`config.mk`:
```
export PLATFORM = sky130hd
export DESIGN_NAME = core_mem_arbiter
export DESIGN_NICKNAME = d
export VERILOG_FILES = /design/src/rtl/core_mem_pkg.sv /design/src/rtl/core_mem_arbiter.sv
export SDC_FILE = /design/constraint.sdc
export NUM_CORES = 1
export LEC_CHECK = 0
export ABC_CLOCK_PERIOD_IN_PS = 2070
export CAP_MARGIN = 30
export CORE_AREA = 2 2 109 111
export CTS_CLUSTER_SIZE = 14
export DETAILED_ROUTE_END_ITERATION = 16
export DIE_AREA = 0 0 111 113
export PLACE_DENSITY = 0.78
export SYNTH_ARGS = -nofsm -noshare
export SYNTH_HDL_FRONTEND = slang
export SYNTH_SLANG_ARGS = --single-unit
```
`constraint.sdc`:
```
create_clock -name i_clk -period 2.07 [get_ports i_clk]
set_input_delay 0.3105 -clock i_clk [delete_from_list [all_inputs] [get_ports i_clk]]
set_output_delay 0.3105 -clock i_clk [all_outputs]
set_load 0.02 [all_outputs]
```
`src/rtl/core_mem_pkg.sv`:
```
// Shared types for the core memory arbiter: FSM states, full-word byte select,
// and the registered bus request bundle.
package core_mem_pkg;

    typedef enum logic [1:0] {
        IDLE = 2'd0,
        INST = 2'd1,
        DATA = 2'd2
    } mem_state_t;

    localparam logic [3:0] MEM_SEL_WORD = 4'b1111;

    // Widest address the bus bundle can carry; narrower ports are zero-extended.
    localparam int MEM_ADDR_MAX = 64;

    typedef struct packed {
        logic                    we;
        logic [MEM_ADDR_MAX-1:0] addr;
        logic [31:0]             wdata;
        logic [3:0]              sel;
    } mem_bus_req_t;

endpackage

```
`src/rtl/core_mem_arbiter.sv`:
```
// Arbitrates fetch and load/store ports onto one single-outstanding memory bus.
// Data has priority; a starvation counter hands fetch the grant after a run of data wins.
module core_mem_arbiter
    import core_mem_pkg::*;
#(
    parameter int ADDR_WIDTH   = 32,
    parameter int STARVE_LIMIT = 4
) (
    input  logic                  i_clk,
    input  logic                  i_reset,
    input  logic                  i_inst_req,
    input  logic [ADDR_WIDTH-1:0] i_inst_addr,
    output logic                  o_inst_ack,
    output logic                  o_inst_err,
    output logic [31:0]           o_inst_rdata,
    input  logic                  i_data_req,
    input  logic                  i_data_we,
    input  logic [ADDR_WIDTH-1:0] i_data_addr,
    input  logic [31:0]           i_data_wdata,
    input  logic [3:0]            i_data_sel,
    output logic                  o_data_ack,
    output logic                  o_data_err,
    output logic [31:0]           o_data_rdata,
    output logic                  o_bus_req,
    output logic                  o_bus_we,
    output logic [ADDR_WIDTH-1:0] o_bus_addr,
    output logic [31:0]           o_bus_wdata,
    output logic [3:0]            o_bus_sel,
    input  logic                  i_bus_ack,
    input  logic                  i_bus_err,
    input  logic [31:0]           i_bus_rdata
);

    localparam int               CNT_W   = $clog2(STARVE_LIMIT + 1);
    localparam logic [CNT_W-1:0] CNT_MAX = CNT_W'(STARVE_LIMIT);

    mem_state_t       state_q, state_d;
    mem_bus_req_t     bus_q, bus_d;
    logic             req_q, req_d;
    logic [CNT_W-1:0] cnt_q, cnt_d;
    logic             inst_active;
    logic             data_active;

    always_comb begin
        state_d = state_q;
        bus_d   = bus_q;
        req_d   = req_q;
        cnt_d   = cnt_q;
        unique case (state_q)
            IDLE: begin
                if (i_data_req && !(i_inst_req && cnt_q == CNT_MAX)) begin
                    state_d     = DATA;
                    req_d       = 1'b1;
                    bus_d.we    = i_data_we;
                    bus_d.addr  = MEM_ADDR_MAX'(i_data_addr);
                    bus_d.wdata = i_data_wdata;
                    bus_d.sel   = i_data_sel;
                    // Count only data wins that actually made fetch wait.
                    if (!i_inst_req) begin
                        cnt_d = '0;
                    end else if (cnt_q != CNT_MAX) begin
                        cnt_d = cnt_q + 1'b1;
                    end
                end else if (i_inst_req) begin
                    state_d     = INST;
                    req_d       = 1'b1;
                    bus_d.we    = 1'b0;
                    bus_d.addr  = MEM_ADDR_MAX'(i_inst_addr);
                    bus_d.wdata = '0;
                    bus_d.sel   = MEM_SEL_WORD;
                    cnt_d       = '0;
                end
            end
            INST, DATA: begin
                if (i_bus_ack || i_bus_err) begin
                    state_d = IDLE;
                    req_d   = 1'b0;
                end
            end
            default: begin
                state_d = IDLE;
                req_d   = 1'b0;
            end
        endcase
    end

    always_ff @(posedge i_clk) begin
        if (i_reset) begin
            state_q <= IDLE;
            bus_q   <= '0;
            req_q   <= 1'b0;
            cnt_q   <= '0;
        end else begin
            state_q <= state_d;
            bus_q   <= bus_d;
            req_q   <= req_d;
            cnt_q   <= cnt_d;
        end
    end

    // An access being aborted by reset must not report completion.
    assign inst_active = (state_q == INST) && !i_reset;
    assign data_active = (state_q == DATA) && !i_reset;

    assign o_inst_ack   = inst_active && i_bus_ack;
    assign o_inst_err   = inst_active && i_bus_err;
    assign o_inst_rdata = i_bus_rdata;
    assign o_data_ack   = data_active && i_bus_ack;
    assign o_data_err   = data_active && i_bus_err;
    assign o_data_rdata = i_bus_rdata;

    assign o_bus_req   = req_q;
    assign o_bus_we    = bus_q.we;
    assign o_bus_addr  = ADDR_WIDTH'(bus_q.addr);
    assign o_bus_wdata = bus_q.wdata;
    assign o_bus_sel   = bus_q.sel;

endmodule

```
* Yosys cells after proc, flatten, opt, wreduce, memory -nomap -nowiden
Cells that the tools add are included.
** Storage, ports and cells
- Memories :: 0
- Register bits :: 75
- Bits in latches :: 0
- Output and inout bits :: 138
- Bits in writable memories :: 0
- ROM bits :: 0
** Cells by class
- Add/subtract/negate cells :: 1
- Equal/unequal tests :: 7
- Reduce and logical (&&, ||, !) cells :: 17
- Divide/modulo/power cells :: 0
- Multiply operators :: 0
- Magnitude comparators :: 0
- Muxes and demuxes :: 14
- Bitwise operators :: 0
- Shifts and indexed selects :: 0
** Operators with widths (number)
- 101-bit two-way mux :: 2
- 3-bit two-way mux :: 4
- 1-bit logical AND :: 8
- 2-bit two-way mux :: 3
- 3-bit inequality test, second input constant :: 2
- 2-bit case mux with 2 select lines :: 1
- 2-bit AND reduction :: 2
- 3-bit by 1-bit adder with 3-bit output, second input constant :: 1
- 3-bit == test, second input constant :: 1
- 1-bit two-way mux :: 3
- 3-bit by 2-bit inequality test with 1-bit output, second input constant :: 1
- 3-bit AND reduction :: 1
- 2-bit by 1-bit == test with 1-bit output, second input constant :: 1
- 2-bit == test, second input constant :: 1
- 1-bit logical NOT :: 2
- 2-bit logical NOT :: 1
- 2-bit inequality test, second input constant :: 1
- 1-bit case mux with 2 select lines :: 1
- 2-bit nonzero test :: 1
- 2-bit OR reduction :: 1
- 1-bit logical OR :: 1

* Longest topological paths before layout
Gate-level depths: netlist (run 1).
- Word-level depth :: 6
- Depth in mapped cells :: 7
- Depth with buffers taken out :: 5

* Worst setup path after synthesis (run 1)
Ideal clock, no wire load.
- Path kind :: reg-to-reg
- Start point :: register cnt_q[0]
- End point :: register bus_q, in the netlist o_bus_addr[10]
- Required time :: 1.924 ns
- Stages on the path, launching flop included :: 8
- Setup slack :: 0.674 ns
- Library setup time :: 0.146 ns
- Period minus slack after synthesis :: 1.396 ns
- Arrival time :: 1.250 ns
- Cell sequence :: dfxtp_1 > inv_1 > ha_1 > and3_1 > buf_4 > buf_6 > o21ai_1 > a211oi_2
** On the way
- Word-level cells in the longest chain between the ends :: 6
** Ends and longest elaborated chain
- start: declaration :: RTL line core_mem_arbiter.sv:40 : logic [CNT_W-1:0] cnt_q, cnt_d;
- start signal: assignment :: RTL line core_mem_arbiter.sv:97 : cnt_q <= cnt_d;
- 3-bit == test (*) :: RTL line core_mem_arbiter.sv:51 : if (i_data_req && !(i_inst_req && cnt_q == CNT_MAX)) begin
- 1-bit logical AND (*) :: RTL line core_mem_arbiter.sv:51
- 1-bit logical NOT (*) :: RTL line core_mem_arbiter.sv:51
- 1-bit logical AND (*) :: RTL line core_mem_arbiter.sv:51
- 2-bit nonzero test (no source line)
- 2-bit AND reduction (no source line)
- end signal: assignment :: RTL line core_mem_arbiter.sv:95 : bus_q <= bus_d;
- end: declaration :: RTL line core_mem_arbiter.sv:38 : mem_bus_req_t bus_q, bus_d;
Mark *: on every way between the ends. The rest lies on a longest branch, timed or not.
A chain may end at the register's enable or synchronous reset.

* Worst setup path in the final report (run 1)
- Start point :: register state_q[0]
- End point :: output port o_data_ack
** On the way
- Word-level cells in the longest chain between the ends :: 3
** Ends and longest elaborated chain
- start: declaration :: RTL line core_mem_arbiter.sv:37 : mem_state_t state_q, state_d;
- start signal: assignment :: RTL line core_mem_arbiter.sv:94 : state_q <= state_d;
- 2-bit == test :: RTL line core_mem_arbiter.sv:103 : assign data_active = (state_q == DATA) && !i_reset;
- 1-bit logical AND :: RTL line core_mem_arbiter.sv:103
- 1-bit logical AND :: RTL line core_mem_arbiter.sv:108 : assign o_data_ack = data_active && i_bus_ack;
- end: declaration :: RTL line core_mem_arbiter.sv:21 : output logic o_data_ack,
Every way passes these cells.

==> flow_summary.ini, run 1 <==
[logic_synthesis]
synth_compound_area_share_pct = 25.96
syn_area_mm2 = 0.003961
synth_async_sr_flop_share_pct = 0
ys_warn_count = 0
ys_seq_area_share_pct = 37.90
syn-mean-instance-area_um2 = 8.482
synth_fp_nets = 611
synth_cells = 467
synth-simple-area-share_pct = 15.45
synth_cell_types = 29
yosys.area_share.adder_pct = 1.579
synth_edf_count = 0
synth_xor_area_share_pct = 0
ys_ff_latch = 75
synthFlopType = dfxtp_1
synth_top_family_by_area = compound AO/OA/AOI/OAI gates
synth_mux_area_share_pct = 0

[cts]
cts_buffer_depth = 2
cts_sinks = 75
ctsResizeCount = 0
cts_tree = done
post-cts-setup-buffers = 0
clk_pin_slew_worst_paths_ps = 60
h-tree-depth = 3
cts_hold_buf = 0
insertion_delay_ps = 320
clockRootBuffer = clkbuf_16
numCtsBuffers = 9

[global_routing]
busiest_layer = met2
globalRouteMet1Util_pct = 21.28
grt_use_met3_pct = 5.249
grtUsageMet2_pct = 30.55
grt_overflow = 0
grt_pass1_vias = 3824
antenna_found_initial = 0
grt_usage_pct = 18.20
grt_max_degree = 72
grt_pass1_wl_um = 18840

[power_and_ir_drop]
cellPowerDensity_mw_per_mm2 = 803.7
p_leak_nw = 2.003
peakVddDrop_mv = 0.3799

[detailed_routing]
drtAntennaViolNets = 0
via_per_inst = 5.448
drt-initial-drc-count = 361
wl_um = 11750
vias = 3846
wl_per_cell_um = 16.64
drc = 0
first_pass_iters = 6

[timing]
final_max_slew_viol_count = 0
fin_skew_ps = 4.790
setup_viol = 0
finalHoldViolCount = 0
period_needed_ps = 1988
final.setup.worst_slack_ps = 81.95
tns_ps = 0
fmax_mhz = 503.0
tightest_slew_ps = 946.5
fin_crit_sh_pct = 96.04
max_slew_margin_pct = 36.90
rsz0062_at_grt = no

[placed_design]
place_inst = 691
post-dp-hpwl_um = 8133
dp_slack_ps = 149.1
port_buffers = 180
dpl_cell_area_mm2 = 0.005316
globalplace.congestion = 0.8488

[critical_path]
slowest_stage = clkdlybuf4s50_1
critPathArrivalTime_ps = 1680
r2r_start = state_q[0]
cp.depth = 4
path_cells = inv_1 > ha_1 > and3b_1 > clkdlybuf4s50_1
timing.critical_path.slowest_cell_delay_ps = 530
worstPathMaxFanout = 3
critical_path_buf_inv_count = 2
endpoint_kind = output pin
r2r_cells = 5
crit_path_start_kind = flop
startpoint = state_q[0]
crit_family = buffers and inverters
path_class = flop to output pin
critPathRequiredTime_ps = 1760

[floorplanning]
coreArea_mm2 = 0.01127
initial_core_util_pct = 35.14
design.die.area_mm2 = 0.01254
die_h_um = 113
pin_count = 277
core.rowCount = 39
die_w_um = 111

[status]
status = completed

[layout]
drive_above_1_share_pct = 10.83
syn_to_final_growth_pct = 42.20
final_core_util_pct = 49.97
fin_cells = 706
final_nets = 703
fin_area_mm2 = 0.005633
n_antenna_cell = 0

[min_path]
hold_class = primary input to flop
worstHoldPathCells = 2
worstHoldStart = i_reset

[flow_run]
max_cap_viol_count = 0
==> flip-flops by register name, indices dropped and copies added (netlist names) <==
register,cells
cnt_q,3
o_bus_addr,32
o_bus_req,1
o_bus_sel,4
o_bus_wdata,32
o_bus_we,1
state_q,2
==> logic make-up after synthesis <==
group,Yosys count
fa+ha+maj,5
compound gates,146
simple gates,126
buf+inv,115
flops,75
==> power by group <==
group	total, mW	switching [mW]	internal, mW	leakage (nW)
sequential	1.66	0.0746	1.58	0.619
combinational	1.20	0.609	0.594	1.23
clock	1.67	0.590	1.08	0.154
==> cells in the final DEF (no fill, tap or decap), types with 2 or more instances in the layout <==
cell type,instances
a21oi_1,38
nand4_1,34
nor2_1,42
buf_4,9
clkbuf_16,9
a31oi_1,32
o21ai_0,6
inv_1,4
ha_1,5
a211oi_1,7
and3_1,2
clkdlybuf4s50_1,178
bufinv_16,2
nand2_1,37
buf_12,3
dfxtp_1,75
o211ai_1,2
clkinv_2,2
o21ai_1,29
a211oi_2,29
and3b_1,5
nor3b_1,3
==> routing by layer <==
layer  part of all wire (%)  routed length [µm]
met1                     40                4727
met3                    8.6                1011
met2                     48                5676
met5                      0                   0
met4                    2.8                 334
==> cell type report <==
type / instances / area, µm²
fillers: 1053 / 5639
repair buffers: 191 / 1914
multi-input cells: 277 / 1703
flip-flops and latches: 75 / 1501
clock buffers: 10 / 239.0
well taps: 143 / 178.9
clock inverters: 5 / 77.57
inverters: 5 / 18.77
==> metrics by stage <==
stage / power (mW) / hold slack, ps
2_1_floorplan: 2.498 / 449.2
3_3_place_gp: 2.861 / 443.5
3_5_place_dp: 2.892 / 448.5
4_1_cts: 4.584 / 196.7
5_1_grt: 4.728 / 210.8
6_report: 4.527 / 206.9
==> final timing paths <==
| path | endpoint | slack, ps |
|---|---|---|
| setup / recovery | o_data_ack | 80 |
| hold / removal | o_bus_wdata[24] | 210 |
| setup reg to reg | state_q[1] | 420 |
| hold reg to reg | o_bus_wdata[27] | 450 |
==> synthesized netlist by cell type (all sizes together), types with 17 or more instances <==
cell type  instances  share of area [%]
nor2              42                4.0
a21oi             38                4.8
nand2             37                3.5
nand4             34                5.4
clkbuf            17                1.7
dfxtp             75                 38
a31oi             32                5.1
o21ai             36                4.8
a211oi            36                 10
buf               93                 17
Power figures use the tool's default switching activity.
==> run 2: changes to the inputs <==
Settings changed: REMOVE_ABC_BUFFERS from default to 1.
==> run 2 against run 1 <==
Power increased by 0.61%. Highest routed layer is now met5. Sequential share of layout area decreased by 0.16 points. First-iteration DRC count shrank 26%. Register-to-register slack worse by 20 ps. Combinational power barely moved.
==> flow_summary.ini, run 2 (synthesized netlist as in run 1, its figures left out) <==
[floorplanning]
pin_count = 277
design.die.area_mm2 = 0.01254
core.rowCount = 39
initial_core_util_pct = 35.14
die_w_um = 111
die_h_um = 113
coreArea_mm2 = 0.01127

[layout]
fillCellCount = 1024
final_core_util_pct = 50.28
fin_area_mm2 = 0.005668
final_cell_mix = 178 x clkdlybuf4s50_1, 75 x dfxtp_1, 42 x nor2_1
final_nets = 704
n_antenna_cell = 0
syn_to_final_growth_pct = 43.08
layout_commonest_cell = clkdlybuf4s50_1
drive_above_1_share_pct = 10.97

[timing]
period_needed_ps = 1984
fin_skew_ps = 8.757
final.setup.worst_slack_ps = 86.07
tightest_slew_ps = 627.8
max_slew_margin_pct = 58.09
final_max_slew_viol_count = 0
rsz0062_at_grt = no
fmax_mhz = 504.0
fin_crit_sh_pct = 95.84
setup_viol = 0
finalHoldViolCount = 0

[critical_path]
critPathRequiredTime_ps = 1760
path_class = flop to output pin
r2r_start = cnt_q[0]
critPathArrivalTime_ps = 1670
worstPathMaxFanout = 3
startpoint = state_q[0]
crit_path_start_kind = flop
endpoint_kind = output pin

[detailed_routing]
vias = 3872
drtAntennaViolNets = 0
via_per_inst = 5.469
drt-initial-drc-count = 268
first_pass_iters = 4
wl_um = 14430
wl_per_cell_um = 20.38
drc = 0

[global_routing]
grt_usage_pct = 22.52
grt_pass1_wl_um = 22250
grt_pass1_vias = 3993
grt_overflow = 0
grt_max_degree = 76
antenna_found_initial = 0

[flow_run]
max_cap_viol_count = 0

[cts]
clockRootBuffer = clkbuf_16
cts_buffer_depth = 2
cts_sinks = 75
clk_pin_slew_worst_paths_ps = 60
numCtsBuffers = 9
ctsResizeCount = 0
post-cts-setup-buffers = 0
h-tree-depth = 3
insertion_delay_ps = 330
cts_tree = done
cts_hold_buf = 0

[placed_design]
dpl_cell_area_mm2 = 0.005349
port_buffers = 180
post-dp-hpwl_um = 10640
dp_slack_ps = 155.3
globalplace.congestion = 0.8471

[power_and_ir_drop]
p_leak_nw = 2.002
peakVddDrop_mv = 0.4484
cellPowerDensity_mw_per_mm2 = 803.6

[min_path]
worstHoldStart = o_bus_wdata[11]
hold_class = flop to flop

[status]
status = completed
-- run 2: cell count changes in the layout (fill, tap and decap cells not counted) --
cell	before	now
clkinvlp_4	1	4
buf_4	9	8
buf_12	3	5
clkinv_2	2	0
clkbuf_8	1	0
clkbuf_1	0	1
-- run 2: worst max-delay path, cell delays in order (launching register included) --
cell and delay [ps]:
dfxtp_1 350, inv_1 70, ha_1 210, and3b_1 180
clkdlybuf4s50_1 540
-- run 2: area by class of cell --
type                       instances  area [µm²]  area share, %
sequential                        75        1501          26.49
tap                              143       178.9          3.157
inverter                           5       18.77         0.3311
clock inverter                     6       90.09          1.589
clock buffer                      10       229.0          4.040
timing repair buffer             192        1947          34.35
multi-input combinational        277        1703          30.04
-- run 2: power breakdown --
part           switching [mW]  total [mW]  internal, mW
clock                   0.620        1.68          1.06
sequential             0.0718        1.65          1.58
combinational           0.616        1.23         0.609
-- run 2: metrics by stage --
| stage | cells | TNS, ps | total power [mW] | hold slack (ps) |
|---|---|---|---|---|
| 2_1_floorplan | 357 | -9339 | 2.232 | 375.1 |
| 3_3_place_gp | 692 | 0 | 2.883 | 442.1 |
| 3_5_place_dp | 692 | 0 | 2.916 | 446.1 |
| 4_1_cts | 708 | 0 | 4.604 | 454.5 |
| 5_1_grt | 708 | 0 | 4.754 | 469.7 |
| 6_report | 708 | 0 | 4.555 | 454.8 |
-- run 2: final timing paths --
path                endpoint  slack, ps  depth (start not counted)
max reg2reg    o_bus_addr[1]        400                          6
min          o_bus_wdata[11]        450                          2
max               o_data_err         90                          4
min reg2reg  o_bus_wdata[11]        450                          2
-- run 2: per-layer routing --
layer | vias to the layer above | global-route usage (%) | wire [µm]
met5 | - | 5.098 | 71
met4 | 2 | 6.000 | 163
met3 | 18 | 16.23 | 2197
met2 | 214 | 32.80 | 6169
met1 | 1847 | 26.13 | 5828
li1 | 1791 | - | -
==> patch (flow settings as in run 2) <==
Change the parameter `STARVE_LIMIT` from 4 to 2.
--- a/src/rtl/core_mem_arbiter.sv
+++ b/src/rtl/core_mem_arbiter.sv
@@ -6,3 +6,3 @@
     parameter int ADDR_WIDTH   = 32,
-    parameter int STARVE_LIMIT = 4
+    parameter int STARVE_LIMIT = 2
 ) (
Formal check against the unedited RTL: no difference found for any inputs over 4 cycles, from zero or initial values and one cycle with i_reset high; that may be too few to reach the edited logic, so the function may still have changed.
==> patch against run 2 <==
Critical path depth stayed put; power is 8.5% lower; routed wire length is 21% lower; synthesized area is 17% lower; highest routed layer unchanged; count of clock-buffer cells in the layout is 1 higher; global-route usage is 4.5 points lower; maximum frequency is 0.50% lower; setup slack worse by 0.010 ns; die area stayed put; design area is 11% lower; non-clock buffer count is 5 lower; synthesized cell count is 23% lower; sequential cell count is 1 lower.
==> patch: results (changes against run 2) <==
outcome=finished, final reports clean; Clk pin slew, worst setup/hold paths=0.06 ns (about the same); GP Congestion=0.7993 (-5.6%); buffer count from post-CTS setup fixing=0 (unchanged); clk buf depth=2 (unchanged); critical path fanouts, max=3 (unchanged); largest cells by area after synthesis=dfxtp_1 45%, buf_4 15%, a22o_1 8.8%; Hold Fails Final Rpt=0 (unchanged); cts repair resizes=0 (unchanged); WP data arrival=1.68 ns; post-synthesis sequential area ratio=0.4502 (+0.07116); Synth Warn #=0 (unchanged); slowest cell on the critical path=clkdlybuf4s50_1; Synth Instances=361 (-23%); largest stage delay on the critical path=0.60 ns (+0.06 ns); Synth top cells by count=74 x dfxtp_1, 66 x buf_4, 66 x nand2_1; GRT Total Usage=0.1802 (-0.04497); Finished Layout Cells=618 (-13%); Final nets=613 (-13%); Crit path max-delay family=buffers and inverters; share of layout cells above drive strength 1=0.05895 (-0.05079); Via Count=3107 (-20%); pin count of the biggest net entering global routing=65 (-14%); DP Area=0.004750 mm^2 (-11%); Root Buffer=clkbuf_16; initial drt markers=219 (-18%); initial antenna violation count=0 (unchanged); Antenna Cells=0 (unchanged); Least-Margin Pin Slew=0.3663 ns (-0.2614 ns); router iterations before antenna repair=4 (unchanged); worst hold path type=reg2reg; ys async rst share=0 (unchanged); fillcell total=1049 (+2.4%); peak supply drop=306.1 uV (-32%); post-DP HPWL=8542 um (-20%); first-pass GRT wire length=17420 um (-22%); Fin Clk Skew=0.007614 ns (-0.001143 ns); Clk Latency, worst-skew pair=0.32 ns; P_leak=0.001943 uW (-3.0%); WL final=11430 um (-21%); synth unique cells=30 (+3.4%); Placed Cells=602 (-13%); Port Buffers=180 (unchanged); TritonCTS buffer count=9 (unchanged); Max H-tree Level=3 (unchanged)
[patch: metrics by stage]
step / utilization / setup WS (ns)
after floorplan: - / -0.4799
after global placement: 0.4214 / 0.1784
after detailed placement: 0.4214 / 0.1579
after CTS: 0.4477 / 0.06760
after global routing: 0.4477 / 0.004668
final: 0.4477 / 0.07606
[patch: area by class of cell]
cell class | count | area, um^2 | area share
Inverter | 4 | 15.01 | 0.002975
Timing Repair Buffer | 187 | 1904 | 0.3774
Clock buffer | 11 | 242.7 | 0.04810
Multi-Input combinational cell | 194 | 1170 | 0.2318
Sequential cell | 74 | 1481 | 0.2936
Tap cell | 143 | 178.9 | 0.03546
Clock inverter | 5 | 53.80 | 0.01066
[patch: where the power goes]
| group | switching [uW] | internal, uW | total (uW) |
|---|---|---|---|
| sequential | 74.1 | 1560 | 1640 |
| combinational | 469 | 540 | 1010 |
| clock | 559 | 961 | 1520 |
| total | 1100 | 3070 | 4170 |
[patch: cells by family (layout without fill, tap and decap cells)]
logic type      count (synthesis)  in the layout  share of synthesized area
fa+ha+maj                       4              4                    0.01521
flops                          74             74                     0.4502
buf+inv                        93            207                     0.1947
compound gates                110            110                     0.2373
simple gates                   80             80                     0.1027
[patch: path summary, 6_finish.rpt]
kind / start / end / slack (ns) / cells after the start
worst max register to register: state_q[0] / o_bus_wdata[7] / 0.38 / 6
worst max-delay path: state_q[0] / o_data_ack / 0.08 / 4
worst min-delay path: cnt_q[0] / cnt_q[0] / 0.44 / 1
worst min register to register: cnt_q[0] / cnt_q[0] / 0.44 / 1
[patch: metal layers]
layer,global-route usage,part of all wire,up-vias
li1,-,-,1424
met1,0.2139,0.43,1423
met2,0.2360,0.38,245
met3,0.1521,0.17,11
met4,0.04667,0.0081,4
met5,0.08235,0.0081,-
